[config.mk]
export PLATFORM = sky130hd
export DESIGN_NAME = muxn_reg
export DESIGN_NICKNAME = d
export VERILOG_FILES = /design/src/rtl/muxn_pkg.sv /design/src/rtl/rr_pick.sv /design/src/rtl/muxn_reg.sv
export SDC_FILE = /design/constraint.sdc
export NUM_CORES = 1
export LEC_CHECK = 0
export CORE_ASPECT_RATIO = 0.7
export CORE_MARGIN = 5
export CORE_UTILIZATION = 39
export CTS_BUF_LIST = sky130_fd_sc_hd__clkbuf_4
export CTS_CLUSTER_DIAMETER = 150
export CTS_CLUSTER_SIZE = 12
export DETAILED_ROUTE_END_ITERATION = 6
export PLACE_DENSITY = 0.89
export SLEW_MARGIN = 20
export SYNTH_ARGS = -nofsm -noshare
export SYNTH_HDL_FRONTEND = slang
export SYNTH_SLANG_ARGS = --single-unit
[constraint.sdc]
create_clock -name inClk -period 11.5 [get_ports inClk]
set_input_delay 3.45 -clock inClk [delete_from_list [all_inputs] [get_ports inClk]]
set_output_delay 3.45 -clock inClk [all_outputs]
set_load 0.02 [all_outputs]
[src/rtl/muxn_pkg.sv]
// Shared constants for the N-channel registered multiplexer.
// Select-mode encodings and the stall counter width.
package muxn_pkg;

  localparam logic MODE_DIRECT = 1'b0;
  localparam logic MODE_RR     = 1'b1;

  localparam int STALL_CNT_W = 16;

endpackage

[src/rtl/rr_pick.sv]
// Rotating-priority finder: first set request at or after ptr,
// wrapping modulo CHANNELS (correct for non-power-of-2 counts).
module rr_pick #(
  parameter  int CHANNELS = 4,
  localparam int SEL_W    = $clog2(CHANNELS)
) (
  input  logic [CHANNELS-1:0] reqs,
  input  logic [SEL_W-1:0]    ptr,
  output logic [SEL_W-1:0]    grant,
  output logic                grantValid
);

  int idx;

  // Walk farthest-to-nearest so the nearest request is written last.
  always_comb begin
    grant      = '0;
    grantValid = 1'b0;
    idx        = 0;
    for (int k = CHANNELS - 1; k >= 0; k--) begin
      idx = int'(ptr) + k;
      if (idx >= CHANNELS)
        idx = idx - CHANNELS;
      if (reqs[idx]) begin
        grant      = SEL_W'(idx);
        grantValid = 1'b1;
      end
    end
  end

endmodule

[src/rtl/muxn_reg.sv]
// N-channel W-bit mux with registered output, direct or round-robin select.
// Optional stall counter port when MUXN_REG_STALL_CNT_EN is defined.
module muxn_reg
  import muxn_pkg::*;
#(
  parameter  int WIDTH    = 32,
  parameter  int CHANNELS = 4,
  localparam int SEL_W    = $clog2(CHANNELS)
) (
  input  logic                      inClk,
  input  logic                      inRst,
  input  logic [CHANNELS*WIDTH-1:0] inData,
  input  logic [CHANNELS-1:0]       inValid,
  output logic [CHANNELS-1:0]       outAck,
  input  logic [SEL_W-1:0]          inSel,
  input  logic                      inMode,
  output logic [WIDTH-1:0]          outData,
  output logic                      outValid,
  input  logic                      inReady,
  output logic [SEL_W-1:0]          outSel
`ifdef MUXN_REG_STALL_CNT_EN
  ,output logic [STALL_CNT_W-1:0]   outStallCnt
`endif
);

  logic             load;
  logic             dirValid;
  logic             rrValid;
  logic             grantValid;
  logic [SEL_W-1:0] rrGrant;
  logic [SEL_W-1:0] grant;
  logic [SEL_W-1:0] rrPtr;
  logic [SEL_W-1:0] rrNext;
  logic [WIDTH-1:0] selData;

  assign load = !outValid || inReady;

  // Out-of-range selects count as no request.
  assign dirValid = ({1'b0, inSel} < (SEL_W + 1)'(CHANNELS))
                    && inValid[inSel];

  rr_pick #(
    .CHANNELS(CHANNELS)
  ) uPick (
    .reqs      (inValid),
    .ptr       (rrPtr),
    .grant     (rrGrant),
    .grantValid(rrValid)
  );

  always_comb begin
    grant      = inSel;
    grantValid = dirValid;
    if (inMode == MODE_RR) begin
      grant      = rrGrant;
      grantValid = rrValid;
    end
  end

  // Decoded select keeps unselected channels out of the output path.
  always_comb begin
    selData = '0;
    for (int i = 0; i < CHANNELS; i++)
      if (grant == SEL_W'(i))
        selData = inData[i*WIDTH +: WIDTH];
  end

  always_comb begin
    outAck = '0;
    for (int i = 0; i < CHANNELS; i++)
      outAck[i] = !inRst && load && grantValid
                  && (grant == SEL_W'(i));
  end

  assign rrNext = (grant == SEL_W'(CHANNELS - 1)) ? '0
                : grant + SEL_W'(1);

  always_ff @(posedge inClk) begin
    if (inRst) begin
      outData  <= '0;
      outValid <= 1'b0;
      outSel   <= '0;
      rrPtr    <= '0;
    end else if (load) begin
      if (grantValid) begin
        outData  <= selData;
        outSel   <= grant;
        outValid <= 1'b1;
        if (inMode == MODE_RR)
          rrPtr <= rrNext;
      end else begin
        outValid <= 1'b0;
      end
    end
  end

`ifdef MUXN_REG_STALL_CNT_EN
  always_ff @(posedge inClk) begin
    if (inRst)
      outStallCnt <= '0;
    else if (outValid && !inReady && (outStallCnt != '1))
      outStallCnt <= outStallCnt + 1'b1;
  end
`endif

endmodule

# ---- Word level (Yosys, flattened, before mapping)
# Index checks and enable logic that the tools add are counted.
dict set report word_totals {
  output_inout_bits 39
  inputBits 138
  wordCells 70
  reg_bits 37
}
dict set report classes {
  order_cmp 9
  addsub 8
  reduce_logical 12
  mux 34
  n_eq_ne 3
}
# operator n
set op_table {}
lappend op_table {{two-way mux 32 bit} 8}
lappend op_table {{less-than comparator 32 x 4 -> 1 bit (second input constant)} 4}
lappend op_table {{>= comparator 32 x 4 -> 1 bit (second input constant)} 3}
lappend op_table {{subtractor 32 x 4 -> 32 bit (second input constant)} 3}
lappend op_table {{two-way mux 1 bit} 15}
lappend op_table {{two-way mux 2 bit} 6}
lappend op_table {{binary-select mux 1 bit (select 2 bit)} 5}
lappend op_table {{adder 2 x 2 -> 3 bit (second input constant)} 2}
lappend op_table {{logical AND 1 bit} 6}
lappend op_table {{== test 2 bit (second input constant)} 2}
lappend op_table {{subtractor 2 x 3 -> 4 bit (second input constant)} 1}
lappend op_table {{adder 2 x 1 -> 3 bit (second input constant)} 1}
lappend op_table {{>= comparator 2 x 3 -> 1 bit (second input constant)} 1}
lappend op_table {{less-than comparator 2 x 3 -> 1 bit (second input constant)} 1}
lappend op_table {{AND reduction 3 bit} 1}
lappend op_table {{adder 2 x 1 -> 2 bit (second input constant)} 1}
lappend op_table {{== test 2 x 1 -> 1 bit (second input constant)} 1}
lappend op_table {{zero test 1 bit} 2}
lappend op_table {{zero test 2 bit} 1}
lappend op_table {{AND reduction 2 bit} 1}
lappend op_table {{logical OR 1 bit} 1}

# ---- Logic depth before layout (Yosys ltp)
dict set report depth {
  ltp_word 16
  depth_mapped 14
  mapped_depth_nobuf 11
}

# ---- By module
# From an unflattened synthesis, not the netlist that was laid out.
dict set report unflattened {
  hier_cells 285
  area_unflattened_um2 2307.2
}
# module instances area_each_um2 cells_each seq_area_each_um2
set modules_own_cells {}
lappend modules_own_cells {muxn_reg 1 2229.6 272 740.7}
lappend modules_own_cells {rr_pick 1 77.6 13 0.0}

# ---- Least setup slack after synthesis
# OpenSTA, ideal clock, no wires.
dict set report synth_path {
  path_kind {input to output}
  from {input inValid[3]}
  to {output outAck[3]}
  n_path_buf 3
  arrival_ns 5.077
  required_time_ns 8.050
  slack_ns 2.973
  cell_stages 10
  cell_sequence {buf_6 -> nor2b_1 -> a21o_1 -> o21ai_0 -> o22ai_1 -> inv_1 -> ha_1 -> clkbuf_1 -> clkbuf_1 -> and2_1}
}
dict set report synth_between {
  elab_chain_cells 10
  elab_cells_between_ends 27
  cone_classes {eq/ne: 1; mux: 24; reduce/logical: 2}
}
# element line
set synth_lines {}
lappend synth_lines {{start, declared} muxn_reg.sv:13} ;# input logic [CHANNELS-1:0] inValid,
lappend synth_lines {{binary-select mux 1 bit (select 2 bit)} rr_pick.sv:24} ;# if (reqs[idx]) begin
lappend synth_lines {{two-way mux 1 bit (implied by the code) (2 in series)} rr_pick.sv:24}
lappend synth_lines {{two-way mux 2 bit (3 in series)} rr_pick.sv:24}
lappend synth_lines {{two-way mux 2 bit (*)} rr_pick.sv:24}
lappend synth_lines {{two-way mux 2 bit (*)} muxn_reg.sv:54} ;# if (inMode == MODE_RR) begin
lappend synth_lines {{via grant[0]} muxn_reg.sv:31} ;# logic [SEL_W-1:0] grant;
lappend synth_lines {{== test 2 bit (*)} muxn_reg.sv:72} ;# && (grant == SEL_W'(i));
lappend synth_lines {{logical AND 1 bit (*)} muxn_reg.sv:72}
lappend synth_lines {{end, declared} muxn_reg.sv:14} ;# output logic [CHANNELS-1:0] outAck,
# The timed path passes the listed nets; every way through them passes the cells marked *. The select of a mux whose other input is x is not followed.

# ---- Worst setup path in the final report
dict set report layout_path {
  from {input inValid[1]}
  to {output outAck[2]}
}
# Same word-level chain as after synthesis.

==> Implementation_results.wiki <==
{| class="wikitable"
! Metric !! Value
|-
| Run status || completed
|-
| Number of primary I/O pins || 177
|-
| Sequential area share after synthesis || 30.25%
|-
| Final critical-path setup slack || 2.115 ns
|-
| Critical path endpoint category || primary output
|-
| Cell Pwr Density || 103.6 nW/um2
|-
| Half-perimeter wire length after detailed placement || approximately 7 mm
|-
| Ratio of cells with drive above 1 in the final layout || under 10%
|-
| Clock tree from TritonCTS || built
|-
| Max-Slew Margin vs Limit || approximately 54%
|-
| Total instance count after detailed placement || about 550
|-
| Worst hold-check path type || reg -> reg
|-
| Arrival time of the worst setup path || 5.94 ns
|-
| Synthesized netlist cell count || 320
|-
| Final worst path period share || 81.61%
|-
| Flip-flop and latch count after synthesis || 37
|-
| Vias in the first global route || 3,028
|-
| Mapped Nets || 462
|-
| Nets@finish || 617
|-
| Worst Skew || approximately 0.010 ns
|-
| Placer Congestion || 0.8199
|-
| Source-to-sink clock delay at the later pin of the worst-skew pair || 0.33 ns
|-
| Pin count of the biggest net entering global routing || 68
|-
| Worst r2r dst || outData[19]
|-
| Total leakage power || ~1.6 nW
|-
| Total via count after detailed routing || 3,017
|-
| Wire length of the first global-routing pass || between 10 and 15 mm
|-
| Clk sink count || 37
|-
| Transition at the pin with the smallest max-transition slack || a little under 0.7 ns
|-
| Core footprint || 6156 um2
|-
| Maximum clock path buffer count || 2
|-
| Post-placement worst setup slack || between 2 and 2.5 ns
|-
| Most common cell after layout, fill and taps aside || sky130_fd_sc_hd__clkdlybuf4s50_1
|-
| Y dimension of the die || roughly 76 um
|-
| Count of final setup violators || 0
|-
| Die ar. || 7988 um2
|-
| Min Tclk post-route || 9.386 ns
|-
| Starting utilization of the core area || 39.78%
|-
| Minimum setup slack among reg-to-reg paths || 7.87 ns
|-
| Beginning of the critical path || inValid[1]
|-
| Post-synthesis instance area || ~2400 um2
|-
| Path type of the worst setup path || in -> out
|-
| Syn-to-layout area delta || 74.35%
|-
| Filler-free cell count of the finished design || 554
|-
| Drt first pass iters || 4
|-
| Total of buffers placed on input and output ports || 176
|-
| Number of buffers inserted for hold repair after clock tree synthesis || 0
|-
| Post-DRT Antenna Nets || 0
|-
| Clock root buffer || sky130_fd_sc_hd__clkbuf_4
|-
| Layout filler cell count || between 500 and 600
|-
| Number of synthesis warnings || 0
|-
| Count of different cell masters after synthesis || 33
|-
| Via-to-Cell Ratio || 5.446
|-
| Diode count || 0
|-
| Critical-path maximum fanout || 8
|-
| Category of the worst setup path launch point || input pin
|-
| Crit path required time || 8.05 ns
|-
| VDD IR-drop max || 0.04925 mV
|-
| Number of DRC violations after detailed-routing iteration 0 || 133
|-
| Number of clock buffers inserted by TritonCTS || 5
|-
| Aggregate global-route resource usage || 22.09%
|-
| Total routed wirelength || 9.211 mm
|-
| Endpoint of the worst setup timing path || outAck[2]
|-
| Worst reg2reg path depth || 13
|-
| Synthesized area per cell || ~7.7 um2
|-
| Reg2reg start || rrPtr[1]
|-
| CTS-repair resized insts || 0
|-
| Total congestion overflow || 0
|-
| Post-CTS clock slew at the launch and capture registers of the worst setup and hold paths || 0.11 ns
|-
| CTS H-tree depth || 2
|-
| Number of core rows || 24
|-
| Die extent in x || roughly 100 um
|-
| Number of cells on the worst hold path || 2
|-
| Hold Vio Cnt, Final || 0
|-
| Number of remaining DRC errors || 0
|-
| Unrepaired setup endpoints after global routing || false
|-
| Fmax achieved || ~0.11 GHz
|-
| Setup Buffers After CTS || 0
|-
| Accumulated negative setup slack || 0 ns
|-
| Core utilization of the finished layout || a little over two thirds
|-
| Most used cells in the layout excluding fill and tap cells || 176 x sky130_fd_sc_hd__clkdlybuf4s50_1, 38 x sky130_fd_sc_hd__a21oi_1, 37 x sky130_fd_sc_hd__dfxtp_1, 35 x sky130_fd_sc_hd__nor3_1, 35 x sky130_fd_sc_hd__nor2_1
|-
| Final slew viol count || 0
|-
| Antenna violations before repair || 0
|-
| Mean routed wirelength per cell || 16.63 um
|-
| Max cap viols || 0
|}
## stage by stage
stage	hold WS, ns	power, mW	cell area (um2)
5_1_grt	0.5221	0.4747	4269
2_1_floorplan	0.5596	0.2765	2449
3_5_place_dp	0.4871	0.3824	4219
4_1_cts	0.5063	0.4472	4269
3_3_place_gp	0.4763	0.3762	4219
6_report	0.5015	0.4423	4269
## final cells by class
type,instances,area (um2),area share (%)
timing repair buffer,182,1807,42.32
multi-input combinational,243,1551,36.34
sequential,37,740.7,17.35
tap,78,97.59,2.286
clock buffer,5,37.54,0.8793
inverter,6,22.52,0.5276
clock inverter,3,12.51,0.2931
## logic make-up after synthesis
logic type               Yosys count  share of synthesized area [%]
AO/OA/AOI/OAI                    114                          32.86
adder cells (fa/ha/maj)            4                          2.044
buffers and inverters             40                          6.898
flip-flops                        37                          30.25
multiplexers                       3                          2.248
AND/OR/NAND/NOR                  122                          25.70
## cells in the mapped netlist
library cell | n | area [um2]
sky130_fd_sc_hd__a21oi_1 | 38 | 190.2
sky130_fd_sc_hd__dfxtp_1 | 37 | 740.7
sky130_fd_sc_hd__nor2_1 | 35 | 131.4
sky130_fd_sc_hd__nor3_1 | 35 | 175.2
sky130_fd_sc_hd__nor2b_1 | 34 | 212.7
sky130_fd_sc_hd__a211oi_1 | 32 | 240.2
sky130_fd_sc_hd__a221oi_1 | 31 | 271.5
sky130_fd_sc_hd__clkbuf_1 | 29 | 108.9
sky130_fd_sc_hd__inv_1 | 6 | 22.52
sky130_fd_sc_hd__and2_1 | 5 | 31.28
sky130_fd_sc_hd__ha_1 | 4 | 50.05
sky130_fd_sc_hd__buf_2 | 3 | 15.01
sky130_fd_sc_hd__nand2_1 | 3 | 11.26
sky130_fd_sc_hd__nand2b_1 | 3 | 18.77
sky130_fd_sc_hd__nand3_1 | 3 | 15.01
sky130_fd_sc_hd__a2111oi_0 | 2 | 17.52
sky130_fd_sc_hd__a21o_1 | 2 | 15.01
sky130_fd_sc_hd__buf_6 | 2 | 22.52
sky130_fd_sc_hd__o21ai_0 | 2 | 10.01
sky130_fd_sc_hd__a2bb2oi_1 | 1 | 8.760
sky130_fd_sc_hd__a41o_1 | 1 | 10.01
sky130_fd_sc_hd__mux2i_1 | 1 | 10.01
sky130_fd_sc_hd__mux2i_4 | 1 | 22.52
sky130_fd_sc_hd__mux4_2 | 1 | 22.52
sky130_fd_sc_hd__nand3b_1 | 1 | 7.510
sky130_fd_sc_hd__nor2_2 | 1 | 6.260
sky130_fd_sc_hd__o211a_1 | 1 | 10.01
sky130_fd_sc_hd__o211ai_1 | 1 | 7.510
sky130_fd_sc_hd__o221ai_1 | 1 | 8.760
sky130_fd_sc_hd__o22ai_1 | 1 | 6.260
sky130_fd_sc_hd__o41ai_1 | 1 | 8.760
sky130_fd_sc_hd__or3b_1 | 1 | 8.760
sky130_fd_sc_hd__or4_4 | 1 | 11.26
## state kept, by name, summed over array words and instances (netlist names)
| signal | flops |
|---|---|
| outData | 32 |
| outSel | 2 |
| rrPtr | 2 |
| outValid | 1 |
## critical path: stages
cell,delay (ns)
sky130_fd_sc_hd__clkdlybuf4s50_1,0.61
sky130_fd_sc_hd__and2_1,0.16
sky130_fd_sc_hd__o21ai_0,0.06
sky130_fd_sc_hd__nor3_1,0.23
sky130_fd_sc_hd__a2bb2oi_1,0.40
sky130_fd_sc_hd__inv_1,0.14
sky130_fd_sc_hd__ha_2,0.20
sky130_fd_sc_hd__and2_1,0.13
sky130_fd_sc_hd__clkdlybuf4s50_1,0.53
## worst min-delay path by stage
stage                 from          end
3_5_place_dp   outData[30]  outData[30]
2_1_floorplan  outData[30]  outData[30]
3_3_place_gp   outData[30]  outData[30]
4_1_cts        outData[30]  outData[30]
5_1_grt        outData[16]  outData[16]
6_report       outData[30]  outData[30]
## report_power, final
part	switching, mW	leakage [nW]	internal, mW
clock	0.0410	0.0300	0.0221
sequential	0.0103	0.307	0.146
combinational	0.107	1.21	0.116
## per-layer routing
metal | up-vias | wire, um | GRT usage, % | share of wire (%)
met4 | 0 | 135 | 5.109 | 1.5
met1 | 1342 | 3747 | 26.10 | 41
li1 | 1521 | - | - | -
met5 | - | 0 | 0 | 0
met3 | 13 | 745 | 6.689 | 8.1
met2 | 141 | 4582 | 39.19 | 50
(Power assumes the default switching activity.)
